### src/rtl/input_capture_channel.sv
// ============================================================================
// Module   : input_capture_channel
// Brief    : Timer input-capture stage. It detects qualified edges, applies an
//            event prescaler, latches the counter value and raises the
//            capture/overcapture flags.
//            Define IC_SW_TRIG_EN to add the swtrig_i software capture port.
// Revision : 1.0 - initial release
// ============================================================================
`default_nettype none

module input_capture_channel #(
    parameter int CNT_W = 16
) (
    input  logic             clk_i,
    input  logic             rst_i,
    input  logic             en_i,
    input  logic             af_i,
    input  logic [1:0]       pol_i,
    input  logic [1:0]       psc_i,
    input  logic [CNT_W-1:0] cnt_i,
    input  logic             ccr_rd_i,
    input  logic             ccif_clr_i,
    input  logic             ccof_clr_i,
`ifdef IC_SW_TRIG_EN
    input  logic             swtrig_i,
`endif
    output logic [CNT_W-1:0] ccr_o,
    output logic             ccif_o,
    output logic             ccof_o,
    output logic             cap_evt_o
);

    localparam logic [1:0] c_POL_FALL = 2'b01;
    localparam logic [1:0] c_POL_BOTH = 2'b11;

    logic             r_af_d;
    logic [2:0]       r_psc_cnt;
    logic [CNT_W-1:0] r_ccr;
    logic             r_ccif;
    logic             r_ccof;
    logic             r_cap_evt;

    logic       w_rise;
    logic       w_fall;
    logic       w_edge;
    logic       w_qual;
    logic [2:0] w_target;
    logic       w_hw_cap;
    logic       w_sw_cap;
    logic       w_cap;

    assign w_rise = af_i & ~r_af_d;
    assign w_fall = ~af_i & r_af_d;

    // Polarity code 10 is treated as rising edge, same as 00.
    always_comb begin
        w_edge = w_rise;
        case (pol_i)
            c_POL_FALL: w_edge = w_fall;
            c_POL_BOTH: w_edge = w_rise | w_fall;
            default:    w_edge = w_rise;
        endcase
    end

    assign w_qual = en_i & w_edge;

    always_comb begin
        w_target = 3'd0;
        case (psc_i)
            2'b00:   w_target = 3'd0;
            2'b01:   w_target = 3'd1;
            2'b10:   w_target = 3'd3;
            default: w_target = 3'd7;
        endcase
    end

    // Greater-or-equal so that lowering psc_i mid-count fires on the next edge.
    assign w_hw_cap = w_qual & (r_psc_cnt >= w_target);

`ifdef IC_SW_TRIG_EN
    assign w_sw_cap = swtrig_i;
`else
    assign w_sw_cap = 1'b0;
`endif

    assign w_cap = w_hw_cap | w_sw_cap;

    always_ff @(posedge clk_i) begin
        if (rst_i) begin
            r_af_d    <= 1'b0;
            r_psc_cnt <= 3'd0;
            r_ccr     <= '0;
            r_ccif    <= 1'b0;
            r_ccof    <= 1'b0;
            r_cap_evt <= 1'b0;
        end else begin
            r_af_d    <= af_i;
            r_cap_evt <= w_cap;

            // A software trigger never touches the prescale count.
            if (!en_i) begin
                r_psc_cnt <= 3'd0;
            end else if (w_qual) begin
                r_psc_cnt <= w_hw_cap ? 3'd0 : r_psc_cnt + 3'd1;
            end

            if (w_cap) begin
                r_ccr <= cnt_i;
            end

            if (w_cap) begin
                r_ccif <= 1'b1;
            end else if (ccr_rd_i || ccif_clr_i) begin
                r_ccif <= 1'b0;
            end

            // A read in the same cycle as a capture consumes the old value.
            if (w_cap && r_ccif && !ccr_rd_i) begin
                r_ccof <= 1'b1;
            end else if (ccof_clr_i) begin
                r_ccof <= 1'b0;
            end
        end
    end

    assign ccr_o     = r_ccr;
    assign ccif_o    = r_ccif;
    assign ccof_o    = r_ccof;
    assign cap_evt_o = r_cap_evt;

endmodule

`default_nettype wire

### config.mk
export PLATFORM = sky130hd
export DESIGN_NAME = input_capture_channel
export DESIGN_NICKNAME = d
export VERILOG_FILES = /design/src/rtl/input_capture_channel.sv
export SDC_FILE = /design/constraint.sdc
export NUM_CORES = 1
export LEC_CHECK = 0
export BUFFER_PORTS_ARGS = -buffer_cell sky130_fd_sc_hd__buf_2
export CORE_MARGIN = 5
export CORE_UTILIZATION = 39
export DETAILED_ROUTE_END_ITERATION = 16
export GPL_TIMING_DRIVEN = 0
export PLACE_DENSITY = 0.72
export SLEW_MARGIN = 20
export SYNTH_ARGS = -nofsm -noshare
export SYNTH_HDL_FRONTEND = slang
export SYNTH_SLANG_ARGS = --single-unit
### constraint.sdc
create_clock -name clk_i -period 1.8 [get_ports clk_i]
set_clock_uncertainty 0.15 [all_clocks]
set_input_delay 0.18 -clock clk_i [delete_from_list [all_inputs] [get_ports clk_i]]
set_output_delay 0.18 -clock clk_i [all_outputs]
set_load 0.01 [all_outputs]
==> metrics.md <==
| Metric | Value |
|---|---|
| Final worst slack | roughly 0.023 ns |
| Ranking of synthesized cells by area | dfxtp_1 (40%), nand2b_1 (18%), mux2i_1 (14%), ha_1 (6.5%), buf_12 (1.7%) |
| Synth Instances | about 120 |
| H-tree levels | 1 |
| Critical path class | register to register |
| Max Cap Viol | 0 |
| DRT Pass-1 Iters | 4 |
| Fill cell count | between 200 and 250 |
| Netlist Area Pre-Place | ~0.0012 mm2 |
| Comb power frac | a little under a fifth |
| Layout cells sized above 1 | between 30% and 40% |
| Worst hold path class | primary input to register |
| Drt drc | 0 |
| Post-Route WL | between 2000 and 3000 um |
| TritonCTS clock tree | yes |
| Asr flop ratio synth | 0% |
| Worst EP arrival | between 1.5 and 2 ns |
| Layout area overhead | 46.9% |
| RSZ-0062 raised after global routing | true |
| Die height | 64.4 um |
| Internal power | 0.707 mW |
| Worst-path clk slew | roughly 0.13 ns |
| Max Buffers Root-to-Sink | 2 |
| Top cell type's share of synthesized area | 39.9% |
| Hold Fails Final Rpt | 0 |
| Worst hold slack | ~0.028 ns |
| Net Count, Synth | around 150 |
| Root Driver | clkbuf_4 |
| Flop pwr share | a little under three fifths |
| Total Nets Final | between 200 and 250 |
| Commonest non-fill, non-tap cell in the layout | buf_2 |
| Final number of setup-violating endpoints | 0 |
| Routed len/inst | around 13 um |
| Detailed Place HPWL | between 1500 and 2000 um |
| Yosys reg bits | 23 |
| Post-synth EDFFs | 0 |
| Area of the die | ~0.0041 mm2 |
| Clock share of power | approximately a quarter |
| Pins Over Slew Limit | 0 |
| Crit-path max FO | 5 |
| TritonCTS Buffers | 3 |
| Final min period | approximately 1.8 ns |
| Vias in the first global route | roughly 1100 |
| Period utilization | a little over nine tenths |
| Maximum clock frequency | 563 MHz |
| Area of the multi-input gates | around 660 um2 |
| Via Count | 1042 |
| Worst setup EP type | register |
| Initial Util | between 40% and 50% |
| TNS Setup | 0 ns |
| GRT Residual Overflow | 0 |
| Post-synthesis sequential area ratio | between 30% and 40% |
| Skew-Pair Late Insertion Delay | 0.31 ns |
| Die X | roughly 64 um |
| Relative slew slack | between 70 and 80% |
| Total track usage | between 10 and 15% |
| CP Launch Type | register |
| Core Region | ~0.0028 mm2 |
| Leak | 0.754 nW |
| WP data required | approximately 1.9 ns |
| Primary FF master, synth | dfxtp_1 |
| Initial antenna violation count | 0 |
| Core Rows | 19 |
| Synth warn | 0 |
| Largest net degree at the start of global routing | 14 |
| Area leader, netlist | dfxtp_1 |
| Port Buf Inserts | between 40 and 50 |
| IO Pins | 46 |
| DR iter-0 viols | 30 |
| Global-route wire length before repair | around 4500 um |
| ANT nets after route | 0 |
| Storage element area | around 460 um2 |
| Sw Ratio | between 20% and 30% |
| Fin util | ~60% |
| Worst slack, placed | -0.330 ns |
| Mean Syn Cell Area | a little under 10 um2 |
| Sw Pwr | around 0.23 mW |
| Post-synth cell types | 28 |
| Most frequent cells in the layout | buf_2 (44), nand2b_1 (33), dfxtp_1 (21) |
| Outcome | completed |
| Worst-Margin Slew | 0.410 ns |
| Num Clock Sinks | 23 |
| Total power | approximately 0.94 mW |
| PD cells | ~560 mW/mm2 |
| Vias per cell | roughly 4.8 |
| Antenna cells | 0 |
| Final GP Congestion | 0.745 |
| Max IR drop VDD | about 0.29 mV |
==> registers in the layout, summed over array words and instances (netlist names) <==
signal and cells:
r_af_d 1, ccof_o 1, r_psc_cnt 3, cap_evt_o 1, ccif_o 1, ccr_o 16
==> critical path, cell delays in order (launching register included) <==
cell     delay (ns)
dfxtp_2        0.36
inv_2          0.05
ha_4           0.24
and2b_2        0.22
o21ai_4        0.12
and3_4         0.25
buf_12         0.13
mux2i_1        0.20
==> timing repair <==
item	in CTS	in global routing
cloned	0	1
hold buffers	17	0
setup buffers	3	0
pin swaps	5	2
gates resized for setup	6	1
hold endpoints to repair	17	0
setup endpoints to repair	17	20
==> logic make-up (layout without fill, tap and decap cells) <==
group                      Yosys count  in the layout  synth area share, %
and+or+nand+nor                     53             53                 28.1
DFF                                 23             23                 39.9
buffers and inverters               11             79                 5.64
muxes                               16             16                 13.9
AOI/OAI and AO/OA                   10             10                 5.96
adders and majority gates            6              6                 6.51
==> power by group through the flow <==
stage	sequential (mW)	combinational, mW	clock [mW]
after global routing	0.527	0.198	0.270
after detailed placement	0.536	0.135	0
after global placement	0.536	0.131	0
final	0.525	0.178	0.238
after floorplan	0.540	0.0792	0
after CTS	0.525	0.174	0.248
==> synthesized netlist by cell type, drive strengths merged (2+ instances only) <==
master,count
buf,2
clkbuf,4
nand2,5
ha,6
or2,2
inv,5
nand2b,33
and3,2
nor2,3
mux2i,16
a31oi,2
dfxtp,23
nor2b,2
a31o,2
o21ai,2
a21oi,3
==> layer usage <==
metal / share of wire (%) / vias to the layer above / GRT usage (%) / wire (um)
met3: 5.6 / 2 / 3.50 / 155
met1: 40 / 482 / 13.8 / 1110
li1: - / 531 / - / -
met5: 0 / - / 0 / 0
met2: 54 / 27 / 26.4 / 1470
met4: 0.58 / 0 / 4.75 / 16
==> stage by stage <==
| step | cell area, um2 | instances |
|---|---|---|
| 2_1_floorplan | 1160 | 119 |
| 3_3_place_gp | 1420 | 194 |
| 3_5_place_dp | 1420 | 194 |
| 4_1_cts | 1670 | 217 |
| 5_1_grt | 1690 | 218 |
| 6_report | 1690 | 218 |
==> worst paths after layout <==
kind	startpoint	end	slack (ns)	cells past startpoint
max	r_psc_cnt[0]$_SDFFE_PP0P_	ccr_o[15]$_SDFFE_PP0N_	0.02	7
min	en_i	ccif_o$_SDFFE_PP0P_	0.03	3
max reg2reg	r_psc_cnt[0]$_SDFFE_PP0P_	ccr_o[15]$_SDFFE_PP0N_	0.02	7
min reg2reg	ccr_o[6]$_SDFFE_PP0N_	ccr_o[6]$_SDFFE_PP0N_	0.33	2
==> layout make-up <==
cell class / count / area share, %
Clock buffer: 3 / 1.33
Timing Repair Buffer: 65 / 26.6
Buffer: 5 / 2.07
Multi-Input combinational cell: 85 / 39.0
Inverter: 5 / 1.11
Clock inverter: 1 / 0.295
Tap cell: 31 / 2.29
Sequential cell: 23 / 27.3
No activity file was read; power rests on OpenSTA's default activity.
